--- config.mk ---
export PLATFORM = sky130hd
export DESIGN_NAME = keypad_scanner
export DESIGN_NICKNAME = d
export VERILOG_FILES = /design/src/rtl/keypad_scanner.sv
export SDC_FILE = /design/constraint.sdc
export NUM_CORES = 1
export LEC_CHECK = 0
export CAP_MARGIN = 0
export CORE_MARGIN = 4
export CORE_UTILIZATION = 35
export CTS_BUF_LIST = sky130_fd_sc_hd__clkbuf_8
export DETAILED_ROUTE_END_ITERATION = 10
export PLACE_DENSITY = 0.59
export SYNTH_ARGS = -nofsm -noshare
export SYNTH_HDL_FRONTEND = slang
export SYNTH_SLANG_ARGS = --single-unit
--- constraint.sdc ---
create_clock -name clk -period 8.3 [get_ports clk]
set_clock_uncertainty 0.15 [all_clocks]
set_input_delay 2.075 -clock clk [delete_from_list [all_inputs] [get_ports clk]]
set_output_delay 2.075 -clock clk [all_outputs]
set_load 0.01 [all_outputs]
--- src/rtl/keypad_scanner.sv ---
// keypad_scanner
// ---------------------------------------------------------------------------
// Scans a 4x4 active-low matrix keypad one column at a time. A key press found
// during scanning must stay stable for DB_CYCLES clocks before it is accepted.
// An accepted press produces a one-cycle key_valid pulse and latches key_code.
// The key is then tracked until a release has also been stable for DB_CYCLES
// clocks, and after that scanning resumes on the next column.
//
// Ports
//   clk          system clock, all logic on the rising edge
//   reset        synchronous, active-high reset
//   row_in[3:0]  keypad row lines, active-low, asynchronous to clk
//   col_out[3:0] keypad column drive, one-hot active-low
//   key_valid    one-cycle pulse on each newly accepted key press
//   key_code     {row_idx, col_idx} of the last accepted key
//   key_pressed  high while a debounced key is held
// ---------------------------------------------------------------------------
module keypad_scanner #(
    parameter int CLK_FREQ         = 27_000_000,
    parameter int DEBOUNCE_TIME_MS = 20,
    parameter int SCAN_DIV         = 27_000
) (
    input  logic       clk,
    input  logic       reset,
    input  logic [3:0] row_in,
    output logic [3:0] col_out,
    output logic       key_valid,
    output logic [3:0] key_code,
    output logic       key_pressed
);

    localparam int DB_CYCLES = (CLK_FREQ / 1000) * DEBOUNCE_TIME_MS;
    localparam int DW_W      = $clog2(SCAN_DIV);
    localparam int DB_W      = $clog2(DB_CYCLES);

    localparam logic [DW_W-1:0] DWELL_MAX  = DW_W'(SCAN_DIV - 1);
    localparam logic [DW_W-1:0] DWELL_ZERO = {DW_W{1'b0}};
    localparam logic [DW_W-1:0] DWELL_ONE  = DW_W'(1);
    localparam logic [DB_W-1:0] DB_MAX     = DB_W'(DB_CYCLES - 1);
    localparam logic [DB_W-1:0] DB_ZERO    = {DB_W{1'b0}};
    localparam logic [DB_W-1:0] DB_ONE     = DB_W'(1);

    typedef enum logic [1:0] {
        ST_SCAN     = 2'd0,
        ST_DEBOUNCE = 2'd1,
        ST_PRESSED  = 2'd2,
        ST_RELEASE  = 2'd3
    } state_t;

    // Index of the lowest low row; the lowest row wins when several are low.
    function automatic logic [1:0] row_enc_f(input logic [3:0] pat);
        logic [1:0] idx;
        if (!pat[0]) begin
            idx = 2'd0;
        end else if (!pat[1]) begin
            idx = 2'd1;
        end else if (!pat[2]) begin
            idx = 2'd2;
        end else begin
            idx = 2'd3;
        end
        return idx;
    endfunction

    // Synchronizer and state
    logic [3:0]      sync_meta_r;
    logic [3:0]      rows_s;
    state_t          state_r;
    logic [1:0]      col_idx_r;
    logic [DW_W-1:0] dwell_r;
    logic [DB_W-1:0] db_cnt_r;
    logic [3:0]      row_pat_r;
    logic [3:0]      col_out_r;
    logic            key_valid_r;
    logic [3:0]      key_code_r;
    logic            key_pressed_r;

    // Next-state values
    state_t          state_s;
    logic [1:0]      col_idx_s;
    logic [DW_W-1:0] dwell_s;
    logic [DB_W-1:0] db_cnt_s;
    logic [3:0]      row_pat_s;
    logic [3:0]      col_out_s;
    logic            key_valid_s;
    logic [3:0]      key_code_s;
    logic            key_pressed_s;

    // Two-flop synchronizer for the asynchronous row lines; idle rows read high.
    always_ff @(posedge clk) begin
        if (reset) begin
            sync_meta_r <= 4'hF;
            rows_s      <= 4'hF;
        end else begin
            sync_meta_r <= row_in;
            rows_s      <= sync_meta_r;
        end
    end

    // State register: FSM state, scan/debounce datapath and registered outputs.
    always_ff @(posedge clk) begin
        if (reset) begin
            state_r       <= ST_SCAN;
            col_idx_r     <= 2'd0;
            dwell_r       <= DWELL_ZERO;
            db_cnt_r      <= DB_ZERO;
            row_pat_r     <= 4'hF;
            col_out_r     <= 4'b1110;
            key_valid_r   <= 1'b0;
            key_code_r    <= 4'h0;
            key_pressed_r <= 1'b0;
        end else begin
            state_r       <= state_s;
            col_idx_r     <= col_idx_s;
            dwell_r       <= dwell_s;
            db_cnt_r      <= db_cnt_s;
            row_pat_r     <= row_pat_s;
            col_out_r     <= col_out_s;
            key_valid_r   <= key_valid_s;
            key_code_r    <= key_code_s;
            key_pressed_r <= key_pressed_s;
        end
    end

    // Next-state logic: column dwell, press qualification and release tracking.
    always_comb begin
        state_s   = state_r;
        col_idx_s = col_idx_r;
        dwell_s   = dwell_r;
        db_cnt_s  = db_cnt_r;
        row_pat_s = row_pat_r;
        case (state_r)
            ST_SCAN: begin
                // Rows are only looked at on the last dwell cycle, by which time
                // the synchronizer holds values taken while this column was driven.
                if (dwell_r == DWELL_MAX) begin
                    dwell_s = DWELL_ZERO;
                    if (rows_s == 4'hF) begin
                        col_idx_s = col_idx_r + 2'd1;
                    end else begin
                        row_pat_s = rows_s;
                        db_cnt_s  = DB_MAX;
                        state_s   = ST_DEBOUNCE;
                    end
                end else begin
                    dwell_s = dwell_r + DWELL_ONE;
                end
            end
            ST_DEBOUNCE: begin
                if (rows_s != row_pat_r) begin
                    state_s   = ST_SCAN;
                    col_idx_s = col_idx_r + 2'd1;
                    dwell_s   = DWELL_ZERO;
                end else if (db_cnt_r == DB_ZERO) begin
                    state_s = ST_PRESSED;
                end else begin
                    db_cnt_s = db_cnt_r - DB_ONE;
                end
            end
            ST_PRESSED: begin
                // Only an all-released pattern matters here; extra keys are ignored.
                if (rows_s == 4'hF) begin
                    state_s  = ST_RELEASE;
                    db_cnt_s = DB_MAX;
                end else begin
                    state_s = ST_PRESSED;
                end
            end
            ST_RELEASE: begin
                if (rows_s != 4'hF) begin
                    state_s = ST_PRESSED;
                end else if (db_cnt_r == DB_ZERO) begin
                    state_s   = ST_SCAN;
                    col_idx_s = col_idx_r + 2'd1;
                    dwell_s   = DWELL_ZERO;
                end else begin
                    db_cnt_s = db_cnt_r - DB_ONE;
                end
            end
            default: begin
                state_s   = ST_SCAN;
                col_idx_s = 2'd0;
                dwell_s   = DWELL_ZERO;
            end
        endcase
    end

    // Output logic: next values of the registered outputs.
    always_comb begin
        key_valid_s   = 1'b0;
        key_code_s    = key_code_r;
        key_pressed_s = 1'b0;
        col_out_s     = ~(4'b0001 << col_idx_s);
        // The pulse and code are produced on the same edge that enters PRESSED.
        if ((state_r == ST_DEBOUNCE) && (rows_s == row_pat_r) && (db_cnt_r == DB_ZERO)) begin
            key_valid_s = 1'b1;
            key_code_s  = {row_enc_f(row_pat_r), col_idx_r};
        end else begin
            key_valid_s = 1'b0;
        end
        if ((state_s == ST_PRESSED) || (state_s == ST_RELEASE)) begin
            key_pressed_s = 1'b1;
        end else begin
            key_pressed_s = 1'b0;
        end
    end

    assign col_out     = col_out_r;
    assign key_valid   = key_valid_r;
    assign key_code    = key_code_r;
    assign key_pressed = key_pressed_r;

endmodule

==> results of run 1 <==
per-stage QoR:
stage	hold WS, ns	setup slack, ns	cells	cell area (um^2)
2_1_floorplan	0.2395	5.192	346	2974
4_1_cts	0.2576	4.659	465	3362
5_1_grt	0.2754	4.565	465	3362
6_report	0.2564	4.675	465	3362
3_5_place_dp	0.2436	4.273	450	3203
3_3_place_gp	0.2419	4.292	450	3203
Yosys cell counts (all sizes together), types with 8 or more instances:
| cell type | instances | area [um^2] |
|---|---|---|
| a311oi | 8 | 70.07 |
| a21oi | 30 | 150.1 |
| inv | 8 | 30.03 |
| o31ai | 20 | 155.1 |
| or3 | 12 | 75.07 |
| clkbuf | 14 | 52.55 |
| nand3 | 23 | 115.1 |
| nand2 | 17 | 63.81 |
| dfxtp | 61 | 1221 |
| nand4 | 9 | 56.30 |
| o21ai | 10 | 50.04 |
| or2 | 9 | 56.30 |
| nor4 | 10 | 62.56 |
| nor2 | 16 | 60.06 |
| or4 | 21 | 161.4 |
routing by layer:
| metal | GRT usage (%) | part of all wire, % |
|---|---|---|
| met4 | 5.181 | 1.2 |
| met3 | 4.031 | 5.3 |
| met2 | 22.12 | 44 |
| met1 | 20.49 | 50 |
| met5 | 0 | 0 |
critical path, cell delays in order:
cell             delay (ns)
clkdlybuf4s50_1        0.45
buf_4                  0.33
inv_1                  0.32
nand2_1                0.32
o21ba_2                0.20
sequential cells by signal, indices dropped and copies added, names as in the netlist:
| signal | count |
|---|---|
| col_idx_r | 2 |
| col_out | 4 |
| db_cnt_r | 20 |
| dwell_r | 15 |
| key_code | 4 |
| key_pressed | 1 |
| key_valid | 1 |
| row_pat_r | 4 |
| rows_s | 4 |
| state_r | 2 |
| sync_meta_r | 4 |
worst paths after layout:
kind / start / to / slack [ns] / cells past startpoint
min: sync_meta_r[2] / rows_s[2] / 0.26 / 1
max: reset / db_cnt_r[7] / 4.67 / 5
max reg2reg: db_cnt_r[0] / dwell_r[10] / 5.13 / 7
min reg2reg: sync_meta_r[2] / rows_s[2] / 0.26 / 1
layout make-up:
type	count	share of cell area, %
clock inverter	5	0.6327
tap	105	3.908
clock buffer	10	4.094
sequential	61	36.32
multi-input combinational	258	49.01
inverter	8	0.8932
timing repair buffer	18	5.136
kinds of logic after synthesis:
kind of cell	Yosys count
AOI/OAI and AO/OA	105
DFF	61
and+or+nand+nor	147
adders and majority gates	2
xor gates and xnor gates	4
buffers and inverters	27
where the power goes:
group | internal (mW) | total (mW) | switching, mW
combinational | 0.00713 | 0.0174 | 0.0103
clock | 0.110 | 0.216 | 0.106
sequential | 0.296 | 0.299 | 0.00282
total | 0.413 | 0.532 | 0.119
==> summary.txt, run 1 <==
Status
  • Outcome: complete, no violations

STA
  • Worst slew margin: 17.60%
  • Final Cycle Share: 43.68%
  • Setup TNS: 0 ns
  • Fin. max-slew vios: 0
  • Fmax: 0.2758 GHz
  • Crit path time final: 3.625 ns
  • RSZ-0062 raised after global routing: no
  • Fin. Hold Viols: 0
  • Worst-Margin Slew: 1.225 ns
  • Setup violators final: 0

Die
  • Core ar.: 8258 um^2
  • Die Area: 10040 um^2
  • Initial core utilization: 36.02%
  • Row count: 33
  • Chip Width: 100.2 um
  • Io pins: 16
  • Die height: 100.2 um

Drt
  • 1st-pass router iterations: 5
  • Detailed Route Iter0 Violations: 127
  • Overall routed net length: 7009 um
  • DR DRC count: 0
  • Vias: 2744
  • Drt via density: 5.901
  • DR WL/cell: 15.07 um
  • Antenna Nets Post-Route: 0

Yosys
  • Register area share after synthesis: 41.06%
  • Netlist cell types: 51
  • Complex-gate fraction of the synthesized area: 24.53%
  • Synth Warn #: 0
  • Xor-xnor portion of the synthesized cell area: 1.178%
  • Synth Net Count: 354
  • Synth Area per Inst: 8.596 um^2
  • Main combinational cell family by area after synthesis: simple AND/OR/NAND/NOR gates
  • Number of flops mapped to enable cells by yosys: 0
  • Syn Inst Count: 346
  • Post-synthesis simple-gate area fraction: 28.86%
  • Ys flop type: dfxtp_1
  • Async SR Flop Fraction: 0%
  • Mapped Area: 2974 um^2
  • Mux share of post-synthesis cell area: 0%
  • Adder-cell area share of the yosys netlist: 0.8414%
  • FF+latch count, synth: 61

Final layout
  • Most frequent cells in the layout: 61 x dfxtp_1, 30 x a21oi_1, 23 x nand3_1
  • Final net count: 364
  • Area growth from synthesis to layout: 13.04%
  • Layout cells sized above 1: 8.611%
  • Fin util: 40.71%
  • Most common cell after layout, fill and taps aside: dfxtp_1
  • Multi-input logic area: 1648 um^2
  • Antenna diode count: 0
  • Fill count: 823
  • Register area: 1221 um^2

Global route
  • Vias in the first global route: 2487
  • Largest net degree at the start of global routing: 36
  • Grt ovf: 0
  • First-pass GRT wire length: 12090 um
  • Initial antenna violation count: 0
  • GRT Overall Usage: 14.79%

Worst setup path
  • Worst setup SP type: input pin
  • CP Data Required Time: 8.38 ns
  • Crit Path Class: input pin to register
  • Worst EP arrival: 3.71 ns
  • CP Capture Type: register
  • CP Max Fanout: 35

Clock tree
  • Post-CTS sizing: 0
  • CTS Buf Count: 9
  • Max Root-Sink Buffers: 2
  • CTS Root Cell: clkbuf_8
  • Clk slew on worst S/H paths: 0.07 ns
  • Setup bufs post-CTS: 0
  • Cts hold-fix bufs: 0
  • Clk_lat worst skew: 0.33 ns
  • TritonCTS clock tree: yes
  • CTS H-tree lvls: 3
  • CTS Sinks: 61

Placement
  • Routability Congestion: 0.8509
  • PortBufs: 15
  • Final HPWL DP: 4748 um

Power
  • Leakage: 1.167 nW
  • Pwr dens: 158.2 nW/um^2
  • Power Total: 0.5320 mW
  • Peak supply drop: 72.63 uV

Worst hold path
  • Hold Path Class: register to register

Job
  • Max-cap viol count: 0
Power figures use the tool's default switching activity.
==> run 2, diff against run 1 <==
--- a/config.mk
+++ b/config.mk
@@ -10,7 +10,7 @@
 export CORE_UTILIZATION = 35
 export CTS_BUF_LIST = sky130_fd_sc_hd__clkbuf_8
 export DETAILED_ROUTE_END_ITERATION = 10
-export PLACE_DENSITY = 0.59
+export PLACE_DENSITY = 0.61
 export SYNTH_ARGS = -nofsm -noshare
 export SYNTH_HDL_FRONTEND = slang
 export SYNTH_SLANG_ARGS = --single-unit
==> constraint.sdc (replaced) <==
create_clock -name clk -period 3.3 [get_ports clk]
set_clock_uncertainty 0.15 [all_clocks]
set_input_delay 0.825 -clock clk [delete_from_list [all_inputs] [get_ports clk]]
set_output_delay 0.825 -clock clk [all_outputs]
set_load 0.01 [all_outputs]
==> summary.txt, run 2 (synthesis results as in run 1) <==
Final layout
  • Area growth from synthesis to layout: 17.75%
  • Non-Filler Instances: 474 (+1.9%)
  • Max reg flops: 20 (unchanged)
  • Most common cell after layout, fill and taps aside: dfxtp_1
  • Final net count: 372 (+2.2%)
  • Most frequent cells in the layout: 61 x dfxtp_1, 30 x a21oi_1, 23 x nand3_1
  • Largest registers: db_cnt_r: 20 flops, dwell_r: 15 flops
  • Antenna diode count: 0 (unchanged)
  • Largest Register: db_cnt_r
  • Layout cells sized above 1: 11.65% (+3.0 points)

Clock tree
  • Clk slew on worst S/H paths: 0.07 ns (about the same)
  • TritonCTS clock tree: yes
  • Setup bufs post-CTS: 0 (unchanged)
  • Post-CTS sizing: 0 (unchanged)
  • Cts hold-fix bufs: 0 (unchanged)
  • CTS Sinks: 61 (unchanged)
  • Max Root-Sink Buffers: 2 (unchanged)
  • CTS H-tree lvls: 3 (unchanged)
  • CTS Buf Count: 9 (unchanged)
  • Clk_lat worst skew: 0.34 ns (about the same)
  • CTS Root Cell: clkbuf_8

Drt
  • DR DRC count: 0 (unchanged)
  • Antenna Nets Post-Route: 0 (unchanged)
  • Detailed Route Iter0 Violations: 138 (+8.7%)
  • Vias: 2846 (+3.7%)
  • Drt via density: 6.004 (+1.7%)
  • DR WL/cell: 15.51 um (+2.9%)
  • 1st-pass router iterations: 4 (-1)
  • Overall routed net length: 7350 um (+4.9%)

Worst setup path
  • Worst r2r path cells: 7 (unchanged)
  • CP Max Fanout: 22 (-37%)
  • CP Data Required Time: 3.42 ns (-4.96 ns)
  • Crit Path Class: register to register
  • CP Capture Type: register
  • Worst setup SP type: register
  • Reg2reg setup slack: 0.21 ns (-4.92 ns)
  • Worst EP arrival: 3.21 ns (-0.50 ns)

Power
  • Pwr dens: 442.9 nW/um^2 (+180%)
  • Leakage: 1.238 nW (+6.1%)
  • Peak supply drop: 168.2 uV (+130%)

Placement
  • Final HPWL DP: 4882 um (+2.8%)
  • Routability Congestion: 0.8232 (-3.3%)
  • PortBufs: 15 (unchanged)
  • Placed Cells: 458 (+1.8%)

STA
  • Fin. max-slew vios: 0 (unchanged)
  • Worst-Margin Slew: 0.9146 ns (-0.3101 ns)
  • Crit path time final: 3.086 ns
  • Worst slew margin: 39.02% (+21 points)
  • Fmax: 0.3240 GHz
  • Setup TNS: 0 ns (unchanged)
  • Setup violators final: 0 (unchanged)
  • Final Cycle Share: 93.52%
  • Fin. Hold Viols: 0 (unchanged)
  • RSZ-0062 raised after global routing: no

Job
  • Max-cap viol count: 0 (unchanged)

Die
  • Die height: 100.2 um (unchanged)
  • Core ar.: 8258 um^2 (unchanged)
  • Io pins: 16 (unchanged)
  • Die Area: 10040 um^2 (unchanged)
  • Initial core utilization: 36.02% (unchanged)
  • Row count: 33 (unchanged)
  • Chip Width: 100.2 um (unchanged)

Global route
  • First-pass GRT wire length: 12410 um (+2.6%)
  • Vias in the first global route: 2584 (+3.9%)
  • GRT Overall Usage: 15.33% (+0.53 points)
  • Largest net degree at the start of global routing: 35 (-2.8%)
  • Grt ovf: 0 (unchanged)
  • Initial antenna violation count: 0 (unchanged)

Status
  • Outcome: complete, no violations

Worst hold path
  • Hold Path Class: register to register
  • Hold path cells: 1 (unchanged)
==> run 2: cell count changes in the layout (fill, tap and decap cells not counted) <==
cell / previous run / this run
o31a_2: 0 / 1
buf_4: 3 / 10
bufinv_16: 0 / 2
o31a_1: 6 / 5
inv_1: 11 / 9
buf_12: 0 / 1
clkbuf_8: 10 / 11
==> run 2: stage by stage <==
| stage | worst slack (ns) | hold slack (ns) | power (mW) | utilization (%) | cell area, um^2 |
|---|---|---|---|---|---|
| final | 0.2139 | 0.2569 | 1.551 | 42.41 | 3502 |
| after global routing | 0.07120 | 0.2698 | 1.603 | 42.41 | 3502 |
| after CTS | 0.1325 | 0.2584 | 1.566 | 42.39 | 3501 |
| after detailed placement | 0.1465 | 0.2432 | 0.8152 | 39.67 | 3276 |
| after global placement | 0.2487 | 0.2444 | 0.8147 | 39.67 | 3276 |
| after floorplan | 0.4578 | 0.2395 | 0.7957 | - | 2974 |
==> run 2: layout make-up <==
cell class / instances / area (um^2)
fill: 812 / 4756
multi-input combinational: 258 / 1649
sequential: 61 / 1221
timing repair buffer: 26 / 245.2
clock buffer: 11 / 151.4
tap: 105 / 131.4
clock inverter: 5 / 73.82
inverter: 8 / 30.03
==> run 2: final timing paths <==
check,end,startpoint
setup / recovery,dwell_r[5],db_cnt_r[0]
hold / removal,rows_s[1],sync_meta_r[1]
setup reg to reg,dwell_r[5],db_cnt_r[0]
hold reg to reg,rows_s[1],sync_meta_r[1]
==> run 2: critical path, stage by stage (launching register included) <==
cell,delay [ns]
dfxtp_1,0.33
inv_1,0.09
ha_1,0.20
or4b_4,0.51
or4_4,0.53
o31a_2,0.52
or4_1,0.54
a21oi_1,0.15
==> run 2: metal layers <==
| metal | GRT usage (%) | wire, um | up-vias |
|---|---|---|---|
| li1 | - | - | 1401 |
| met1 | 21.32 | 3615 | 1350 |
| met2 | 22.38 | 3208 | 80 |
| met3 | 3.336 | 381 | 15 |
| met4 | 7.461 | 145 | 0 |
| met5 | 0 | 0 | - |
==> run 2: power by group <==
group | switching (mW) | internal (mW) | leakage (nW)
clock | 0.291 | 0.461 | 0.121
combinational | 0.0280 | 0.0201 | 0.624
sequential | 0.00717 | 0.744 | 0.494
==> run 3, diff against run 2 <==
--- a/config.mk
+++ b/config.mk
@@ -9,8 +9,10 @@
 export CORE_MARGIN = 4
 export CORE_UTILIZATION = 35
 export CTS_BUF_LIST = sky130_fd_sc_hd__clkbuf_8
+export CTS_CLUSTER_SIZE = 24
 export DETAILED_ROUTE_END_ITERATION = 10
 export PLACE_DENSITY = 0.61
+export SKIP_LAST_GASP = 1
 export SYNTH_ARGS = -nofsm -noshare
 export SYNTH_HDL_FRONTEND = slang
 export SYNTH_SLANG_ARGS = --single-unit
==> results of run 3 <==
No change in the layout: final DEF, timing and power equal those of run 2.
